<file path="src/rtl/counter_pkg.sv">
// ============================================================================
// counter_pkg : shared direction constants and mode encoding for counters
// Rev 1.0
// ============================================================================
`default_nettype none

package counter_pkg;

  localparam logic DIR_DOWN = 1'b0;
  localparam logic DIR_UP   = 1'b1;

  typedef enum logic {
    MODE_WRAP = 1'b0,
    MODE_SAT  = 1'b1
  } cnt_mode_t;

endpackage

`default_nettype wire

</file>
<file path="src/rtl/updown_counter_mod_next.sv">
// ============================================================================
// updown_next : combinational next-count and terminal detection
// Rev 1.0
// ============================================================================
`default_nettype none

module updown_next
  import counter_pkg::*;
#(
  parameter int N = 8
) (
  input  logic [N-1:0] count,
  input  logic         dir,
  input  logic         mode,
  input  logic [N-1:0] max_val,
  output logic [N-1:0] next_count,
  output logic         at_term
);

  localparam logic [N-1:0] c_ONE = N'(1);

  cnt_mode_t w_mode;

  assign w_mode = cnt_mode_t'(mode);

  always_comb begin
    at_term    = (dir == DIR_UP) ? (count >= max_val) : (count == '0);
    next_count = count;
    if (at_term) begin
      if (w_mode == MODE_SAT) begin
        next_count = (dir == DIR_UP) ? max_val : '0;
      end else begin
        next_count = (dir == DIR_UP) ? '0 : max_val;
      end
    end else if (dir == DIR_UP) begin
      next_count = count + c_ONE;
    end else if (count > max_val) begin
      // A lowered terminal pulls an out-of-range count straight back into range
      next_count = max_val;
    end else begin
      next_count = count - c_ONE;
    end
  end

endmodule

`default_nettype wire

</file>
<file path="src/rtl/updown_counter_mod.sv">
// ============================================================================
// updown_counter_mod : N-bit up/down counter with load, wrap/saturate, tc, ovf
// Rev 1.0
// ============================================================================
`default_nettype none

module updown_counter_mod
  import counter_pkg::*;
#(
  parameter int           N         = 8,
  parameter logic [N-1:0] RESET_VAL = '0
) (
  input  logic         clk,
  input  logic         rst,
  input  logic         en,
  input  logic         dir,
  input  logic         load,
  input  logic [N-1:0] load_val,
  input  logic [N-1:0] max_val,
  input  logic         mode,
  output logic [N-1:0] count,
  output logic         cout,
  output logic         tc,
  output logic         ovf
);

  logic [N-1:0] r_count;
  logic         r_tc;
  logic         r_ovf;
  logic [N-1:0] w_next;
  logic         w_at_term;
  logic [N-1:0] w_load_clamped;

  updown_next #(
    .N (N)
  ) u_next (
    .count      (r_count),
    .dir        (dir),
    .mode       (mode),
    .max_val    (max_val),
    .next_count (w_next),
    .at_term    (w_at_term)
  );

  assign w_load_clamped = (load_val > max_val) ? max_val : load_val;

  always_ff @(posedge clk) begin
    if (rst) begin
      r_count <= RESET_VAL;
      r_tc    <= 1'b0;
      r_ovf   <= 1'b0;
    end else if (load) begin
      r_count <= w_load_clamped;
      r_tc    <= 1'b0;
      r_ovf   <= 1'b0;
    end else if (en) begin
      r_count <= w_next;
      r_tc    <= w_at_term;
      r_ovf   <= r_ovf | w_at_term;
    end else begin
      r_tc    <= 1'b0;
    end
  end

  // Unregistered so a chained stage steps on the same edge as this one wraps
  assign cout  = en & ~load & ~rst & w_at_term;
  assign count = r_count;
  assign tc    = r_tc;
  assign ovf   = r_ovf;

endmodule

`default_nettype wire

</file>
<file path="config.mk">
export PLATFORM = sky130hd
export DESIGN_NAME = updown_counter_mod
export DESIGN_NICKNAME = d
export VERILOG_FILES = /design/src/rtl/counter_pkg.sv /design/src/rtl/updown_counter_mod_next.sv /design/src/rtl/updown_counter_mod.sv
export SDC_FILE = /design/constraint.sdc
export NUM_CORES = 1
export LEC_CHECK = 0
export BUFFER_PORTS_ARGS = -buffer_cell sky130_fd_sc_hd__buf_2
export CORE_ASPECT_RATIO = 0.8
export CORE_UTILIZATION = 55
export DETAILED_ROUTE_END_ITERATION = 6
export GPL_TIMING_DRIVEN = 0
export PLACE_DENSITY = 0.93
export SLEW_MARGIN = 20
export SYNTH_ARGS = -nofsm -noshare
export SYNTH_HDL_FRONTEND = slang
export SYNTH_SLANG_ARGS = --single-unit
</file>
<file path="constraint.sdc">
create_clock -name clk -period 7.95 [get_ports clk]
set_clock_uncertainty 0.1 [all_clocks]
set_input_delay 1.9875 -clock clk [delete_from_list [all_inputs] [get_ports clk]]
set_output_delay 1.9875 -clock clk [all_outputs]
set_load 0.02 [all_outputs]
</file>
== Word-level counts from Yosys, hierarchy flattened ==
Index checks and enable logic that the tools add are counted.

* Register bits: 10
* Bits of input ports: 22
* Output and inout port bits: 11

* Add/sub/neg operators: 2
* Order comparisons: 3
* Mux-type cells: 10
* Bitwise gates (word level): 7
* Reduce and logical (&&, ||, !) cells: 4

{| class="wikitable"
|+ Operators with widths
! kind !! count
|-
| 8-bit two-way mux || 9
|-
| 8-bit greater-than comparator || 2
|-
| 8-bit by 1-bit adder with 8-bit output (second input constant) || 1
|-
| 8-bit >= comparator || 1
|-
| 8-bit zero test || 1
|-
| 8-bit by 1-bit subtractor with 8-bit output (second input constant) || 1
|-
| 1-bit AND || 3
|-
| 1-bit NOT || 3
|-
| 3-bit OR reduction || 1
|-
| 2-bit nonzero test || 1
|-
| 2-bit OR reduction || 1
|-
| 1-bit two-way mux || 1
|-
| 1-bit bitwise OR || 1
|}

== Logic depth before layout (Yosys ltp) ==
* Word-level depth: 6
* Mapped depth: 9
* Gate-level depth less buffers: 9

== Cells and area by module ==
A second synthesis with hierarchy kept.

* Cell total of the unflattened synthesis: 207
* Area total of the unflattened synthesis: 1684.1 um^2

{| class="wikitable"
|+ By module, submodules not included
! module !! instances !! cells each !! area each (um^2) !! seq. area each (um^2)
|-
| updown_next || 1 || 118 || 914.6 || 0.0
|-
| updown_counter_mod || 1 || 89 || 769.5 || 200.2
|}

== Least setup slack after synthesis ==
Ideal clock, no wire load.

* Kind: input to output
* Start: input port max_val[7]
* End: output port cout
* Data arrival time: 3568 ps
* Path slack: 2295 ps
* Stages on the path: 7
* Path buffers: 0
* Cell sequence: inv_1 > ha_1 > nand2_1 > o21ai_0 > or2_2 > o22a_1 > nor3b_1

* Cells in the longest elaborated chain, start to end: 3

{| class="wikitable"
|+ RTL lines
! what !! RTL line !! source
|-
| start: declaration || updown_counter_mod.sv:19 || <nowiki>input logic [N-1:0] max_val,</nowiki>
|-
| 8-bit >= comparator || updown_counter_mod_next.sv:27 || <nowiki>at_term = (dir == DIR_UP) ? (count >= max_val) : (count == '0);</nowiki>
|-
| 1-bit two-way mux || updown_counter_mod_next.sv:27 ||
|-
| 1-bit AND || updown_counter_mod.sv:66 || <nowiki>assign cout = en & ~load & ~rst & w_at_term;</nowiki>
|-
| end: declaration || updown_counter_mod.sv:22 || <nowiki>output logic cout,</nowiki>
|}

Every way passes these cells.

== Final worst setup path ==
Ends and elaborated chain as after synthesis.

==> flow_summary.ini <==
[clocking]
clockRootBuffer = clkbuf_4
clock_path_buffers = 2
cts_sinks = 10
htreeDepth = 1
clk_latency_ns = 0.26
numCtsBuffers = 3
cts_setup_buffers = 0
cts_tree = yes
clk_pin_slew_ns = 0.06
holdBufCountCts = 0
post_cts.resized_instances = 0

[critical_path]
cp_slowest_stage_delay_ns = 0.33
start_kind = primary input
crit_path_cell_trace = buf_2, inv_1, ha_1, a21oi_1, o21ai_0, or2_2, o22a_1, nor3b_1, buf_2
required_ns = 5.86
critPathCaptureType = output port
rr_worst_depth = 9
path_class = in -> out
path_common_cell = buf_2
cp_top_family = compound AO/OA/AOI/OAI gates
cp-startpoint = max_val[7]
crit_slowest_cell = ha_1
worstPathArrival_ns = 3.73
critical_path_cell_count = 9
path_max_fanout = 7
path_buf_inv = 3
r2r-start = count[0]

[yosys]
synth_flop_cell = dfxtp_1
synth-edff-count = 0
ys_warn_count = 0
synth_seq_area_share_pct = 14.1
syn_area_sq_mm = 0.00142
avgSynthCellArea_sq_um = 7.57
ys_types = 52
ys_ff_latch = 10
syn_inst = 187
syn_nets = 227
async_flop_share_pct = 0

[sta]
max_clock_freq_mhz = 172
timing.final.crit_share_pct = 73.2
setup_viol = 0
rsz0062_at_grt = no
fin_hold_ws_ns = 0.413
final_max_slew_viol_count = 0
worst_slew_pin_slew_ns = 0.585
fin_crit_ns = 5.82
slew_headroom_pct = 61.0
tns_ns = 0
final_hold_viol_count = 0

[placed_design]
gp_congestion = 0.940
placed_cells = 254
hpwl_mm = 2.98
port_buffers = 31

[run]
maxCapViolCount = 0

[layout]
area_delta_synth_final_pct = 15.7
drive_gt1_share_pct = 22.6
nets = 263
instances_no_fill = 257
antennaDiodeCount = 0

[hold_path]
hold_path_depth = 2
min_from = ovf
hold_path.class = reg -> reg

[routing]
drt_wl_total_mm = 3.73
vias = 1591
wl_per_cell_microns = 14.5
viasPerCell = 6.19
drc = 0
drt_iter0_markers = 112
firstDrtPassIters = 5
ant_nets = 0

[grt]
overflow = 0
first_global_vias = 1339
grt_max_degree = 11
grt_pass1_wl_mm = 5.99
grt.total_usage_pct = 29.0
antenna_found_initial = 0

[power_and_ir_drop]
vdd_ir_drop_max_v = 0.0000984
power.total_uw = 218
powerDensity_mw_per_mm2 = 133
p_leak_uw = 0.000744

[floorplanning]
pin_count = 33
die-width_microns = 58.7
die_h_microns = 47.4
core_area_sq_mm = 0.00244
initial_core_util_pct = 58.0
num_rows = 16
die_area_sq_mm = 0.00278

[status]
status = finished, final reports clean
-- cells by family after synthesis --
logic type | count (synthesis) | synth area share [%]
AO/OA/AOI/OAI | 63 | 32.8
XOR/XNOR | 4 | 2.47
adder cells (fa/ha/maj) | 18 | 15.9
buffers and inverters | 23 | 6.80
flip-flops | 10 | 14.1
multiplexers | 6 | 4.59
AND/OR/NAND/NOR | 63 | 23.3
-- synth_stat cells (2+ instances only) --
| library cell | count | area share, % |
|---|---|---|
| a211o_1 | 3 | 1.9 |
| o31ai_1 | 4 | 2.1 |
| o21ai_0 | 9 | 3.2 |
| dfxtp_1 | 10 | 14 |
| ha_1 | 18 | 16 |
| a31o_2 | 2 | 1.2 |
| a211oi_1 | 2 | 1.1 |
| nand3_1 | 4 | 1.4 |
| a21o_1 | 3 | 1.6 |
| mux2_2 | 4 | 3.2 |
| o22ai_1 | 2 | 0.88 |
| a311oi_1 | 4 | 2.5 |
| and3_1 | 2 | 0.88 |
| nor3_1 | 6 | 2.1 |
| xnor2_1 | 3 | 1.9 |
| mux2i_1 | 2 | 1.4 |
| nand2b_1 | 2 | 0.88 |
| nand2_1 | 14 | 3.7 |
| buf_2 | 2 | 0.71 |
| a21oi_1 | 12 | 4.2 |
| nor2_1 | 18 | 4.8 |
| nor3b_1 | 2 | 1.1 |
| nand4_1 | 5 | 2.2 |
| o211ai_1 | 3 | 1.6 |
| or3_1 | 3 | 1.3 |
| inv_1 | 15 | 4.0 |
| clkbuf_1 | 5 | 1.3 |
| o21ai_1 | 2 | 0.71 |
| a31oi_1 | 3 | 1.3 |
-- through the flow --
stage               worst slack (ns)  util, %  instance area [sq um]
floorplan                       2.29        -                   1420
global placement                2.17     66.2                   1620
detailed placement              2.15     66.2                   1620
CTS                             2.15     67.1                   1640
global route                    1.92     67.1                   1640
finish                          2.13     67.1                   1640
-- state kept, by name (all words and copies together), names as in the netlist --
name   flops
count      8
ovf        1
tc         1
-- worst register-to-register path, stage by stage (launching register included) --
cell and delay, ns:
dfxtp_1 0.36, inv_1 0.20, ha_1 0.23, or4b_4 0.49
nor4_4 0.30, nor2_1 0.09, o21ai_0 0.15, a22oi_4 0.19
a221oi_2 0.31, a2111oi_2 0.05
-- cell type report --
type                    count  area [sq um]
well taps                  36          45.0
repair buffers             31           155
multi-input cells         154          1120
plain buffers               8          40.0
clock buffers               3          22.5
flip-flops and latches     10           200
fillers                   217           803
inverters                  15          56.3
-- power breakdown --
part           switching [uW]  internal (uW)  total [uW]
Clock                    17.1           17.5        34.5
Combinational            71.6           48.6         120
Sequential               7.91           55.2        63.2
Total                    96.6            121         218
-- final timing paths --
path / to / slack [ns]
worst min register to register: ovf / 0.41
worst max register to register: count[0] / 5.35
worst min-delay path: ovf / 0.41
worst max-delay path: cout / 2.13
-- cells in the final DEF (no fill, tap or decap), drive strengths merged, types with 2 or more instances in the layout --
master and count:
a211oi 2, nand2 14, nand4 5, mux2 4, o21ai 11, o31ai 4
a31o 2, a311oi 4, buf 34, a31oi 3, nor3b 2, nand3 4
a21o 3, nor2 18, a21oi 13, xnor2 3, nand2b 2, o211ai 3
dfxtp 10, o22ai 2, clkbuf 8, nor4 2, inv 15, nor3 6
ha 18, mux2i 2, and3 2, or3 3, a211o 3
-- metal layers --
layer	GRT usage (%)	vias up	part of all wire [%]
li1	-	783	-
met1	36.9	714	43
met2	52.0	88	45
met3	6.61	6	11
met4	3.81	0	0.81
met5	0	-	0
(Power assumes the default switching activity.)
